## src/rtl/reservation_station_if.sv

```systemverilog
// ----------------------------------------------------------------------------
// reservation_station_if
// Dispatch, wakeup and issue bundle of the reservation station.
//   master : rename/dispatch + execution-unit side (drives *_i, observes *_o)
//   slave  : the reservation station itself
// Signals:
//   rs_allocate_i, pc_i, inst_i, prs1/prs2/prd_addr_i  dispatch payload
//   alu/lsu/mul_request_i                              target queue select
//   prs1/prs2_valid_i                                  operand ready at dispatch
//   alu/lsu/mul_valid_i                                unit can accept
//   cdb_en_i, cdb_tag_i                                writeback broadcast
//   alu/lsu/mul_free_o                                 queue has a free slot
//   alu/lsu/mul_request_o + payload                    issued instruction
// ----------------------------------------------------------------------------
interface reservation_station_if #(
    parameter int TAG_W = 5
);
    logic             rs_allocate_i;
    logic [31:0]      pc_i;
    logic [31:0]      inst_i;
    logic [TAG_W-1:0] prs1_addr_i;
    logic [TAG_W-1:0] prs2_addr_i;
    logic [TAG_W-1:0] prd_addr_i;
    logic             alu_request_i;
    logic             lsu_request_i;
    logic             mul_request_i;
    logic             prs1_valid_i;
    logic             prs2_valid_i;
    logic             alu_valid_i;
    logic             lsu_valid_i;
    logic             mul_valid_i;
    logic             cdb_en_i;
    logic [TAG_W-1:0] cdb_tag_i;

    logic             alu_free_o;
    logic             lsu_free_o;
    logic             mul_free_o;
    logic             alu_request_o;
    logic             lsu_request_o;
    logic             mul_request_o;
    logic [31:0]      alu_pc_o,   lsu_pc_o,   mul_pc_o;
    logic [31:0]      alu_inst_o, lsu_inst_o, mul_inst_o;
    logic [TAG_W-1:0] alu_prs1_addr_o, lsu_prs1_addr_o, mul_prs1_addr_o;
    logic [TAG_W-1:0] alu_prs2_addr_o, lsu_prs2_addr_o, mul_prs2_addr_o;
    logic [TAG_W-1:0] alu_prd_addr_o,  lsu_prd_addr_o,  mul_prd_addr_o;

    modport master (
        output rs_allocate_i, pc_i, inst_i, prs1_addr_i, prs2_addr_i, prd_addr_i,
               alu_request_i, lsu_request_i, mul_request_i, prs1_valid_i, prs2_valid_i,
               alu_valid_i, lsu_valid_i, mul_valid_i, cdb_en_i, cdb_tag_i,
        input  alu_free_o, lsu_free_o, mul_free_o,
               alu_request_o, lsu_request_o, mul_request_o,
               alu_pc_o, lsu_pc_o, mul_pc_o, alu_inst_o, lsu_inst_o, mul_inst_o,
               alu_prs1_addr_o, lsu_prs1_addr_o, mul_prs1_addr_o,
               alu_prs2_addr_o, lsu_prs2_addr_o, mul_prs2_addr_o,
               alu_prd_addr_o, lsu_prd_addr_o, mul_prd_addr_o
    );

    modport slave (
        input  rs_allocate_i, pc_i, inst_i, prs1_addr_i, prs2_addr_i, prd_addr_i,
               alu_request_i, lsu_request_i, mul_request_i, prs1_valid_i, prs2_valid_i,
               alu_valid_i, lsu_valid_i, mul_valid_i, cdb_en_i, cdb_tag_i,
        output alu_free_o, lsu_free_o, mul_free_o,
               alu_request_o, lsu_request_o, mul_request_o,
               alu_pc_o, lsu_pc_o, mul_pc_o, alu_inst_o, lsu_inst_o, mul_inst_o,
               alu_prs1_addr_o, lsu_prs1_addr_o, mul_prs1_addr_o,
               alu_prs2_addr_o, lsu_prs2_addr_o, mul_prs2_addr_o,
               alu_prd_addr_o, lsu_prd_addr_o, mul_prd_addr_o
    );
endinterface

```

## src/rtl/reservation_station.sv

```systemverilog
// ----------------------------------------------------------------------------
// reservation_station
// Issue-stage reservation station with three independent per-unit queues
// (ALU, LSU, MUL). Tracks operand readiness from CDB broadcasts and issues
// the oldest ready entry of each queue when its unit can accept.
// Ports:
//   clk_i    rising-edge clock
//   reset_i  asynchronous active-low reset
//   rs       reservation_station_if.slave (dispatch, CDB, issue, free flags)
// RsQueue is the per-unit queue: a compacting buffer where index 0 is always
// the oldest entry, so "oldest ready" is simply the lowest ready index.
// ----------------------------------------------------------------------------
module RsQueue #(
    parameter int DEPTH = 4,
    parameter int TAG_W = 5
) (
    input  logic             clk_i,
    input  logic             reset_i,
    input  logic             alloc_i,
    input  logic [31:0]      pc_i,
    input  logic [31:0]      inst_i,
    input  logic [TAG_W-1:0] prs1_i,
    input  logic [TAG_W-1:0] prs2_i,
    input  logic [TAG_W-1:0] prd_i,
    input  logic             rdy1_i,
    input  logic             rdy2_i,
    input  logic             cdb_en_i,
    input  logic [TAG_W-1:0] cdb_tag_i,
    input  logic             unit_valid_i,
    output logic             free_o,
    output logic             request_o,
    output logic [31:0]      pc_o,
    output logic [31:0]      inst_o,
    output logic [TAG_W-1:0] prs1_o,
    output logic [TAG_W-1:0] prs2_o,
    output logic [TAG_W-1:0] prd_o
);
    typedef struct packed {
        logic             valid;
        logic [31:0]      pc;
        logic [31:0]      inst;
        logic [TAG_W-1:0] prs1;
        logic [TAG_W-1:0] prs2;
        logic [TAG_W-1:0] prd;
        logic             rdy1;
        logic             rdy2;
    } entry_t;

    entry_t ent_q     [DEPTH];
    entry_t ent_d     [DEPTH];
    entry_t woke      [DEPTH];
    entry_t shifted   [DEPTH];

    logic             request_d;
    logic             hasCand;
    int               issueIdx;
    logic             placed;
    logic [31:0]      pc_q, inst_q;
    logic [TAG_W-1:0] prs1_q, prs2_q, prd_q;
    logic [31:0]      issPc, issInst;
    logic [TAG_W-1:0] issPrs1, issPrs2, issPrd;

    // Valid entries are kept contiguous from index 0, so the last slot being
    // empty is exactly "at least one slot free".
    assign free_o = ~ent_q[DEPTH-1].valid;

    always_comb begin
        hasCand  = 1'b0;
        issueIdx = 0;
        issPc    = '0;
        issInst  = '0;
        issPrs1  = '0;
        issPrs2  = '0;
        issPrd   = '0;
        // Descending scan: the last hit is the lowest index, i.e. the oldest.
        for (int i = DEPTH - 1; i >= 0; i--) begin
            if (ent_q[i].valid && ent_q[i].rdy1 && ent_q[i].rdy2) begin
                hasCand  = 1'b1;
                issueIdx = i;
                issPc    = ent_q[i].pc;
                issInst  = ent_q[i].inst;
                issPrs1  = ent_q[i].prs1;
                issPrs2  = ent_q[i].prs2;
                issPrd   = ent_q[i].prd;
            end
        end
        request_d = hasCand & unit_valid_i;

        for (int i = 0; i < DEPTH; i++) begin
            woke[i] = ent_q[i];
            if (cdb_en_i && ent_q[i].prs1 == cdb_tag_i) woke[i].rdy1 = 1'b1;
            if (cdb_en_i && ent_q[i].prs2 == cdb_tag_i) woke[i].rdy2 = 1'b1;
        end

        for (int i = 0; i < DEPTH - 1; i++) begin
            shifted[i] = woke[i + 1];
        end
        shifted[DEPTH-1] = '0;

        // Removing the issued entry shifts everything younger down one slot,
        // which keeps age order intact without an age matrix.
        for (int i = 0; i < DEPTH; i++) begin
            if (request_d && i >= issueIdx) ent_d[i] = shifted[i];
            else                            ent_d[i] = woke[i];
        end

        // Gated by the pre-edge free flag, so a slot freed by this edge's
        // issue is not reused until the next edge.
        placed = 1'b0;
        for (int i = 0; i < DEPTH; i++) begin
            if (alloc_i && free_o && !placed && !ent_d[i].valid) begin
                ent_d[i].valid = 1'b1;
                ent_d[i].pc    = pc_i;
                ent_d[i].inst  = inst_i;
                ent_d[i].prs1  = prs1_i;
                ent_d[i].prs2  = prs2_i;
                ent_d[i].prd   = prd_i;
                ent_d[i].rdy1  = rdy1_i;
                ent_d[i].rdy2  = rdy2_i;
                placed         = 1'b1;
            end
        end
    end

    always_ff @(posedge clk_i or negedge reset_i) begin
        if (!reset_i) begin
            for (int i = 0; i < DEPTH; i++) ent_q[i] <= '0;
            request_o <= 1'b0;
            pc_q      <= '0;
            inst_q    <= '0;
            prs1_q    <= '0;
            prs2_q    <= '0;
            prd_q     <= '0;
        end else begin
            for (int i = 0; i < DEPTH; i++) ent_q[i] <= ent_d[i];
            request_o <= request_d;
            if (request_d) begin
                pc_q   <= issPc;
                inst_q <= issInst;
                prs1_q <= issPrs1;
                prs2_q <= issPrs2;
                prd_q  <= issPrd;
            end
        end
    end

    assign pc_o   = pc_q;
    assign inst_o = inst_q;
    assign prs1_o = prs1_q;
    assign prs2_o = prs2_q;
    assign prd_o  = prd_q;
endmodule

module reservation_station #(
    parameter int ALU_DEPTH = 4,
    parameter int LSU_DEPTH = 4,
    parameter int MUL_DEPTH = 2,
    parameter int TAG_W     = 5
) (
    input  logic                  clk_i,
    input  logic                  reset_i,
    reservation_station_if.slave  rs
);
    logic selAlu, selLsu, selMul;
    logic rdy1, rdy2;

    // Priority ALU > LSU > MUL; a full selected queue drops the request
    // rather than redirecting it to another queue.
    assign selAlu = rs.rs_allocate_i & rs.alu_request_i;
    assign selLsu = rs.rs_allocate_i & ~rs.alu_request_i & rs.lsu_request_i;
    assign selMul = rs.rs_allocate_i & ~rs.alu_request_i & ~rs.lsu_request_i & rs.mul_request_i;

    // Same-cycle CDB bypass so a tag broadcast during dispatch is not missed.
    assign rdy1 = rs.prs1_valid_i | (rs.cdb_en_i & (rs.cdb_tag_i == rs.prs1_addr_i));
    assign rdy2 = rs.prs2_valid_i | (rs.cdb_en_i & (rs.cdb_tag_i == rs.prs2_addr_i));

    RsQueue #(.DEPTH(ALU_DEPTH), .TAG_W(TAG_W)) aluQ (
        .clk_i(clk_i), .reset_i(reset_i), .alloc_i(selAlu),
        .pc_i(rs.pc_i), .inst_i(rs.inst_i), .prs1_i(rs.prs1_addr_i),
        .prs2_i(rs.prs2_addr_i), .prd_i(rs.prd_addr_i), .rdy1_i(rdy1), .rdy2_i(rdy2),
        .cdb_en_i(rs.cdb_en_i), .cdb_tag_i(rs.cdb_tag_i), .unit_valid_i(rs.alu_valid_i),
        .free_o(rs.alu_free_o), .request_o(rs.alu_request_o), .pc_o(rs.alu_pc_o),
        .inst_o(rs.alu_inst_o), .prs1_o(rs.alu_prs1_addr_o), .prs2_o(rs.alu_prs2_addr_o),
        .prd_o(rs.alu_prd_addr_o)
    );

    RsQueue #(.DEPTH(LSU_DEPTH), .TAG_W(TAG_W)) lsuQ (
        .clk_i(clk_i), .reset_i(reset_i), .alloc_i(selLsu),
        .pc_i(rs.pc_i), .inst_i(rs.inst_i), .prs1_i(rs.prs1_addr_i),
        .prs2_i(rs.prs2_addr_i), .prd_i(rs.prd_addr_i), .rdy1_i(rdy1), .rdy2_i(rdy2),
        .cdb_en_i(rs.cdb_en_i), .cdb_tag_i(rs.cdb_tag_i), .unit_valid_i(rs.lsu_valid_i),
        .free_o(rs.lsu_free_o), .request_o(rs.lsu_request_o), .pc_o(rs.lsu_pc_o),
        .inst_o(rs.lsu_inst_o), .prs1_o(rs.lsu_prs1_addr_o), .prs2_o(rs.lsu_prs2_addr_o),
        .prd_o(rs.lsu_prd_addr_o)
    );

    RsQueue #(.DEPTH(MUL_DEPTH), .TAG_W(TAG_W)) mulQ (
        .clk_i(clk_i), .reset_i(reset_i), .alloc_i(selMul),
        .pc_i(rs.pc_i), .inst_i(rs.inst_i), .prs1_i(rs.prs1_addr_i),
        .prs2_i(rs.prs2_addr_i), .prd_i(rs.prd_addr_i), .rdy1_i(rdy1), .rdy2_i(rdy2),
        .cdb_en_i(rs.cdb_en_i), .cdb_tag_i(rs.cdb_tag_i), .unit_valid_i(rs.mul_valid_i),
        .free_o(rs.mul_free_o), .request_o(rs.mul_request_o), .pc_o(rs.mul_pc_o),
        .inst_o(rs.mul_inst_o), .prs1_o(rs.mul_prs1_addr_o), .prs2_o(rs.mul_prs2_addr_o),
        .prd_o(rs.mul_prd_addr_o)
    );
endmodule

```

## src/flat_wrapper.sv

```systemverilog
// flat-port wrapper written by rule: the top's interface ports become plain ports
module reservation_station_flat 
#(
    parameter int ALU_DEPTH = 4,
    parameter int LSU_DEPTH = 4,
    parameter int MUL_DEPTH = 2,
    parameter int TAG_W     = 5
)
  (clk_i, reset_i, rs_rs_allocate_i, rs_pc_i, rs_inst_i, rs_prs1_addr_i, rs_prs2_addr_i, rs_prd_addr_i, rs_alu_request_i, rs_lsu_request_i, rs_mul_request_i, rs_prs1_valid_i, rs_prs2_valid_i, rs_alu_valid_i, rs_lsu_valid_i, rs_mul_valid_i, rs_cdb_en_i, rs_cdb_tag_i, rs_alu_free_o, rs_lsu_free_o, rs_mul_free_o, rs_alu_request_o, rs_lsu_request_o, rs_mul_request_o, rs_alu_pc_o, rs_lsu_pc_o, rs_mul_pc_o, rs_alu_inst_o, rs_lsu_inst_o, rs_mul_inst_o, rs_alu_prs1_addr_o, rs_lsu_prs1_addr_o, rs_mul_prs1_addr_o, rs_alu_prs2_addr_o, rs_lsu_prs2_addr_o, rs_mul_prs2_addr_o, rs_alu_prd_addr_o, rs_lsu_prd_addr_o, rs_mul_prd_addr_o);
  reservation_station_if #(.TAG_W(TAG_W)) rs_i ();
  input  logic clk_i;
  input  logic reset_i;
  input wire logic [$bits(rs_i.rs_allocate_i)-1:0] rs_rs_allocate_i;
  input wire logic [$bits(rs_i.pc_i)-1:0] rs_pc_i;
  input wire logic [$bits(rs_i.inst_i)-1:0] rs_inst_i;
  input wire logic [$bits(rs_i.prs1_addr_i)-1:0] rs_prs1_addr_i;
  input wire logic [$bits(rs_i.prs2_addr_i)-1:0] rs_prs2_addr_i;
  input wire logic [$bits(rs_i.prd_addr_i)-1:0] rs_prd_addr_i;
  input wire logic [$bits(rs_i.alu_request_i)-1:0] rs_alu_request_i;
  input wire logic [$bits(rs_i.lsu_request_i)-1:0] rs_lsu_request_i;
  input wire logic [$bits(rs_i.mul_request_i)-1:0] rs_mul_request_i;
  input wire logic [$bits(rs_i.prs1_valid_i)-1:0] rs_prs1_valid_i;
  input wire logic [$bits(rs_i.prs2_valid_i)-1:0] rs_prs2_valid_i;
  input wire logic [$bits(rs_i.alu_valid_i)-1:0] rs_alu_valid_i;
  input wire logic [$bits(rs_i.lsu_valid_i)-1:0] rs_lsu_valid_i;
  input wire logic [$bits(rs_i.mul_valid_i)-1:0] rs_mul_valid_i;
  input wire logic [$bits(rs_i.cdb_en_i)-1:0] rs_cdb_en_i;
  input wire logic [$bits(rs_i.cdb_tag_i)-1:0] rs_cdb_tag_i;
  output wire logic [$bits(rs_i.alu_free_o)-1:0] rs_alu_free_o;
  output wire logic [$bits(rs_i.lsu_free_o)-1:0] rs_lsu_free_o;
  output wire logic [$bits(rs_i.mul_free_o)-1:0] rs_mul_free_o;
  output wire logic [$bits(rs_i.alu_request_o)-1:0] rs_alu_request_o;
  output wire logic [$bits(rs_i.lsu_request_o)-1:0] rs_lsu_request_o;
  output wire logic [$bits(rs_i.mul_request_o)-1:0] rs_mul_request_o;
  output wire logic [$bits(rs_i.alu_pc_o)-1:0] rs_alu_pc_o;
  output wire logic [$bits(rs_i.lsu_pc_o)-1:0] rs_lsu_pc_o;
  output wire logic [$bits(rs_i.mul_pc_o)-1:0] rs_mul_pc_o;
  output wire logic [$bits(rs_i.alu_inst_o)-1:0] rs_alu_inst_o;
  output wire logic [$bits(rs_i.lsu_inst_o)-1:0] rs_lsu_inst_o;
  output wire logic [$bits(rs_i.mul_inst_o)-1:0] rs_mul_inst_o;
  output wire logic [$bits(rs_i.alu_prs1_addr_o)-1:0] rs_alu_prs1_addr_o;
  output wire logic [$bits(rs_i.lsu_prs1_addr_o)-1:0] rs_lsu_prs1_addr_o;
  output wire logic [$bits(rs_i.mul_prs1_addr_o)-1:0] rs_mul_prs1_addr_o;
  output wire logic [$bits(rs_i.alu_prs2_addr_o)-1:0] rs_alu_prs2_addr_o;
  output wire logic [$bits(rs_i.lsu_prs2_addr_o)-1:0] rs_lsu_prs2_addr_o;
  output wire logic [$bits(rs_i.mul_prs2_addr_o)-1:0] rs_mul_prs2_addr_o;
  output wire logic [$bits(rs_i.alu_prd_addr_o)-1:0] rs_alu_prd_addr_o;
  output wire logic [$bits(rs_i.lsu_prd_addr_o)-1:0] rs_lsu_prd_addr_o;
  output wire logic [$bits(rs_i.mul_prd_addr_o)-1:0] rs_mul_prd_addr_o;
  assign rs_i.rs_allocate_i = rs_rs_allocate_i;
  assign rs_i.pc_i = rs_pc_i;
  assign rs_i.inst_i = rs_inst_i;
  assign rs_i.prs1_addr_i = rs_prs1_addr_i;
  assign rs_i.prs2_addr_i = rs_prs2_addr_i;
  assign rs_i.prd_addr_i = rs_prd_addr_i;
  assign rs_i.alu_request_i = rs_alu_request_i;
  assign rs_i.lsu_request_i = rs_lsu_request_i;
  assign rs_i.mul_request_i = rs_mul_request_i;
  assign rs_i.prs1_valid_i = rs_prs1_valid_i;
  assign rs_i.prs2_valid_i = rs_prs2_valid_i;
  assign rs_i.alu_valid_i = rs_alu_valid_i;
  assign rs_i.lsu_valid_i = rs_lsu_valid_i;
  assign rs_i.mul_valid_i = rs_mul_valid_i;
  assign rs_i.cdb_en_i = rs_cdb_en_i;
  assign rs_i.cdb_tag_i = rs_cdb_tag_i;
  assign rs_alu_free_o = rs_i.alu_free_o;
  assign rs_lsu_free_o = rs_i.lsu_free_o;
  assign rs_mul_free_o = rs_i.mul_free_o;
  assign rs_alu_request_o = rs_i.alu_request_o;
  assign rs_lsu_request_o = rs_i.lsu_request_o;
  assign rs_mul_request_o = rs_i.mul_request_o;
  assign rs_alu_pc_o = rs_i.alu_pc_o;
  assign rs_lsu_pc_o = rs_i.lsu_pc_o;
  assign rs_mul_pc_o = rs_i.mul_pc_o;
  assign rs_alu_inst_o = rs_i.alu_inst_o;
  assign rs_lsu_inst_o = rs_i.lsu_inst_o;
  assign rs_mul_inst_o = rs_i.mul_inst_o;
  assign rs_alu_prs1_addr_o = rs_i.alu_prs1_addr_o;
  assign rs_lsu_prs1_addr_o = rs_i.lsu_prs1_addr_o;
  assign rs_mul_prs1_addr_o = rs_i.mul_prs1_addr_o;
  assign rs_alu_prs2_addr_o = rs_i.alu_prs2_addr_o;
  assign rs_lsu_prs2_addr_o = rs_i.lsu_prs2_addr_o;
  assign rs_mul_prs2_addr_o = rs_i.mul_prs2_addr_o;
  assign rs_alu_prd_addr_o = rs_i.alu_prd_addr_o;
  assign rs_lsu_prd_addr_o = rs_i.lsu_prd_addr_o;
  assign rs_mul_prd_addr_o = rs_i.mul_prd_addr_o;
  reservation_station #(.ALU_DEPTH(ALU_DEPTH), .LSU_DEPTH(LSU_DEPTH), .MUL_DEPTH(MUL_DEPTH), .TAG_W(TAG_W)) u_core (.clk_i(clk_i), .reset_i(reset_i), .rs(rs_i));
endmodule
```

## config.mk

```make
export PLATFORM = sky130hd
export DESIGN_NAME = reservation_station_flat
export DESIGN_NICKNAME = d
export VERILOG_FILES = /design/src/rtl/reservation_station_if.sv /design/src/rtl/reservation_station.sv /design/src/flat_wrapper.sv
export SDC_FILE = /design/constraint.sdc
export NUM_CORES = 2
export LEC_CHECK = 0
export CAP_MARGIN = 20
export CORE_ASPECT_RATIO = 0.6
export CORE_MARGIN = 3
export CORE_UTILIZATION = 55
export CTS_BUF_LIST = sky130_fd_sc_hd__clkbuf_2
export CTS_CLUSTER_DIAMETER = 50
export DETAILED_ROUTE_END_ITERATION = 8
export PLACE_DENSITY = 0.75
export SYNTH_ARGS = -nofsm -noshare
export SYNTH_HDL_FRONTEND = slang
export SYNTH_SLANG_ARGS = --single-unit
```

## constraint.sdc

```tcl
create_clock -name clk_i -period 2.7 [get_ports clk_i]
set_clock_uncertainty 0.1 [all_clocks]
set_input_delay 0.54 -clock clk_i [delete_from_list [all_inputs] [get_ports clk_i]]
set_output_delay 0.54 -clock clk_i [all_outputs]
set_load 0.02 [all_outputs]
```

* Yosys cells after proc, flatten, opt, wreduce, memory -nomap -nowiden
Index checks and enable logic that the tools add are counted.
** Word-level totals
- Memory bits (read-only) :: 0
- Input bits :: 96
- Memories kept :: 0
- Register bits :: 1060
- Latch bits :: 0
- Logic and storage cells :: 367
- Output and inout port bits :: 243
- Bits in writable memories :: 0
** Cells by class
- Multipliers :: 0
- Shift-type cells :: 0
- Eq/ne operators :: 22
- Mux-type cells :: 117
- Add/subtract/negate cells :: 0
- $lt $le $gt $ge :: 10
- Bitwise logic cells :: 17
- Reduce and logical (&&, ||, !) cells :: 103
- Divide/modulo/power cells :: 0
** Operators by type and width (count)
- two-way mux 82 bit :: 20
- two-way mux 32 bit :: 24
- two-way mux 5 bit :: 30
- >= comparator 3 x 32 -> 1 bit, first input constant :: 4
- == test 5 bit :: 22
- >= comparator 1 x 32 -> 1 bit, first input constant :: 3
- >= comparator 2 x 32 -> 1 bit, first input constant :: 3
- logical AND 1 bit :: 70
- two-way mux 1 bit :: 39
- nonzero test 2 bit :: 10
- nonzero test 3 bit :: 6
- logical NOT 1 bit :: 17
- AND 1 bit :: 10
- two-way mux 2 bit :: 4
- NOT 1 bit :: 5
- bitwise OR 1 bit :: 2

* Depth between registers and ports, before layout
- Depth in word-level cells :: 24
- Mapped depth :: 9
- Gate-level depth less buffers :: 5

* By module
From an unflattened synthesis, not the netlist that was laid out.
** Unflattened totals
- Cell total of the unflattened synthesis :: 4353
- Area total of the unflattened synthesis :: 49132.1 um2
** By module, submodules not included
- RsQueue (u_core.aluQ ...) :: cells an instance 1709, area each 19249.7 um2, instances 2
- RsQueue (u_core.mulQ) :: cells an instance 918, area each 10490.1 um2, instances 1
- reservation_station :: cells an instance 17, area each 142.6 um2, instances 1

* Worst setup path after synthesis
Ideal clock, no wire load.
- Path kind :: in2reg
- From :: input port rs_lsu_valid_i
- To :: register u_core.lsuQ.ent_q[83] (netlist name)
- Stages :: 9
- Path buffers :: 4
- Path slack :: 0.427 ns
- Setup time :: 0.077 ns
- Arrival time :: 2.096 ns
- Cell sequence :: buf_2 nand4_1 buf_2 nand2_1 a21oi_1 buf_2 buf_2 mux2_2 a21oi_1
** RTL lines
- start: declaration :: line flat_wrapper.sv:25 : input wire logic [$bits(rs_i.lsu_valid_i)-1:0] rs_lsu_valid_i;

* Worst setup path in the final report
- From :: register u_core.lsuQ.prd_q[1], in the netlist u_core.lsuQ.prd_o[1]
- To :: output port rs_lsu_prd_addr_o[1]
** RTL lines
- start: declaration :: line reservation_station.sv:59 : logic [TAG_W-1:0] prs1_q, prs2_q, prd_q;
- start signal: assignment :: line reservation_station.sv:142 : prd_q <= issPrd;
- end: declaration :: line flat_wrapper.sv:48 : output wire logic [$bits(rs_i.lsu_prd_addr_o)-1:0] rs_lsu_prd_addr_o;
No word-level cell between the ends.

==> metrics <==
status finished with violations; violated checks setup timing; Post-synth EDFFs 0; Top Family by Delay on Critical Path flip-flops; Placer Congestion 0.886; crit path launch type register; Routed Antenna Nets 0; number of global-route vias before repair 41,800; DR top layer met5; via count 43,500; Area after DPL 55,600 sq um; FF/Latch Area 26,600 sq um; Core Rows 84; Total Power 68,300 uW; Setup TNS -9.78 ns; RSZ-0062 raised after global routing yes; Leak Pwr 0.0289 uW; design area 60,100 sq um; fin worst setup slack -0.178 ns; Setup CP Type reg -> out; Met2 Routed Length 69,100 microns; Synth warnings 0; Crit path largest cell delay 0.50 ns; Power Density 1140 nW/um^2; core region area 88,200 sq um; syn_nets 5,288; Tmin final 2.88 ns; synth unique cells 52; Period Utilization, post-route 1.07; CTS H-Tree Depth 4; Die H 238 microns; most common library cells after synthesis nand2_1, dfrtp_1, nor2_1; Yosys top cell by area dfrtp_1; slew margin rel. 0.334; max-slew violations 0; WL/cell 22.5 microns; Fill cells 6,791; die area 93,400 sq um; Post-Synthesis Cell Area 49,300 sq um; Final Routed Wirelength 159,000 microns; Synth top area share 0.538; max cap viols 0; Synth async-reset ratio 1.00; FF+latch count, synth 1,060; I/O pins 339; Post-Synthesis Cells 5,192; Synth Flop Type dfrtp_1; Area growth syn-to-layout 21.9%; Max Buffers Root-to-Sink 3; final setup vio count 193; worst path arrival time 2.24 ns; drt pass-1 iters 6; layout cells sized above 1 0.179; CTS tree built; clk_lat worst skew 1.60 ns; Setup crit start u_core.lsuQ.prd_o[1]$_DFFE_PN0P_; IO buf count 338; initial antenna violation count 4; Worst R2R Start u_core.aluQ.ent_q[165]$_DFF_PN0_; worst-path fanout max 2; Avg Cell Area, Syn 9.49 sq um; required time of the critical path 2.06 ns; met1 WL 68,500 microns; Reg clk slew, reported paths 0.12 ns; detailed placement HPWL 97,900 microns; starting density of the core 0.559; DRT iter0 DRCs 5,101; Crit-path slowest cell dfrtp_2; slew at the pin with the worst max-slew slack 0.998 ns; total track usage 0.335; WP buf/inv 1; placed cells 6,424; most frequent cell after synthesis nand2_1; sequential share of the synthesized area 0.538; DRC viols 0; number of buffers created by CTS 235; Max VDD drop 1.09 mV; Avg Vias per Cell 6.16; Layout Cells excl Fill 7,061; clock root buffer clkbuf_2; worst hold start rs_cdb_tag_i[4]; Multi-input gate area 20,800 sq um; met3 WL 17,200 microns; Sink Count 1,060; worst hold path class in -> reg; final hold vios 0; nets@finish 5,811; total gr overflow 0; CP cell instances buf_6; Setup crit end kind output pin; Die W 392 microns; pin count of the biggest net entering global routing 91; global-route wire length before repair 245,000 microns; dpl ws -0.229 ns; Peak Freq 0.348 GHz; synth top area cells dfrtp_1, nand2_1, mux2i_1
## worst paths after layout
kind	endpoint	slack, ns	cells past startpoint
min	u_core.lsuQ.ent_q[0]$_DFF_PN0_	0.23	6
min in group asynchronous	u_core.mulQ.prs2_o[3]$_DFFE_PN0P_	0.51	5
max	rs_lsu_prd_addr_o[1]	-0.18	1
min reg2reg	u_core.aluQ.pc_o[4]$_DFFE_PN0P_	0.41	2
max reg2reg	u_core.aluQ.ent_q[16]$_DFFE_PN0P_	0.10	7
max in group asynchronous	u_core.mulQ.ent_q[145]$_DFFE_PN0P_	1.06	7
## metal layers
| metal | track usage | vias to the layer above |
|---|---|---|
| met5 | 0 | - |
| met2 | 0.487 | 2491 |
| li1 | - | 19400 |
| met4 | 0.112 | 2 |
| met3 | 0.0786 | 284 |
| met1 | 0.496 | 21300 |
## flip-flops by register name, summed over array words and instances, names as in the netlist, 32 cells and up
| register | flops |
|---|---|
| u_core.mulQ.pc_o | 32 |
| u_core.mulQ.inst_o | 32 |
| u_core.aluQ.ent_q | 328 |
| u_core.aluQ.inst_o | 32 |
| u_core.lsuQ.pc_o | 32 |
| u_core.mulQ.ent_q | 164 |
| u_core.lsuQ.ent_q | 328 |
| u_core.lsuQ.inst_o | 32 |
| u_core.aluQ.pc_o | 32 |
## area by class of cell
type                            instances  share of cell area
Timing Repair Buffer                  808               0.150
Clock buffer                          361              0.0301
Antenna cell                            5            0.000208
Multi-Input combinational cell       3603               0.347
Sequential cell                      1060               0.442
Clock inverter                         56             0.00640
Tap cell                             1161              0.0242
Inverter                                7            0.000479
## cells in the final DEF, fill, tap and decap left out, types with 4 or more instances in the layout
master,netlist,routed
clkinv_1,0,42
inv_1,7,4
a31oi_1,233,233
nand2_4,0,6
buf_4,8,242
xor2_1,88,88
xnor2_1,22,22
buf_12,0,114
dfrtp_2,0,26
o31ai_1,162,161
and3_1,16,13
clkdlybuf4s50_1,0,94
o21ai_0,299,299
o22ai_1,165,165
a221oi_1,158,158
a22o_1,81,81
a21oi_1,179,177
nor2_4,0,4
a31o_2,10,10
nand4_1,6,6
nand2_1,1186,1180
nor4_1,22,22
dlygate4sd3_1,0,110
diode_2,0,5
bufinv_16,0,6
nand3_1,88,85
nor2_1,412,408
mux2i_1,406,406
inv_2,0,5
clkbuf_2,0,361
dfrtp_1,1060,1034
o21ai_1,28,27
buf_6,1,244
## through the flow
step | util | hold WS [ns]
after floorplan | - | 0.144
after global placement | 0.630 | 0.364
after detailed placement | 0.630 | 0.373
after CTS | 0.678 | 0.00455
after global routing | 0.681 | 0.187
final | 0.681 | 0.232
## cell families after synthesis
family          Yosys count  share of synthesized area
mux                     409                     0.0831
simple gates           1748                      0.139
compound gates         1336                      0.175
buf+inv                 529                     0.0448
xor+xnor                110                     0.0195
flops                  1060                      0.538
## timing repair
| item | 4_1_cts | 5_1_grt |
|---|---|---|
| endpoints found under the hold margin | 1997 | 0 |
| gates resized for setup | 1500 | 13 |
| endpoints found under the setup margin | 243 | 292 |
| cloned | 0 | 1 |
| buffers inserted | 72 | 31 |
| hold buffers | 112 | 0 |
## power breakdown
part / internal [uW] / total (uW) / switching (uW)
Combinational: 12800 / 29400 / 16600
Sequential: 22600 / 28300 / 5660
Clock: 4100 / 10700 / 6590
Total: 39500 / 68300 / 28800
Note: power is estimated with default switching activity, not from simulation.
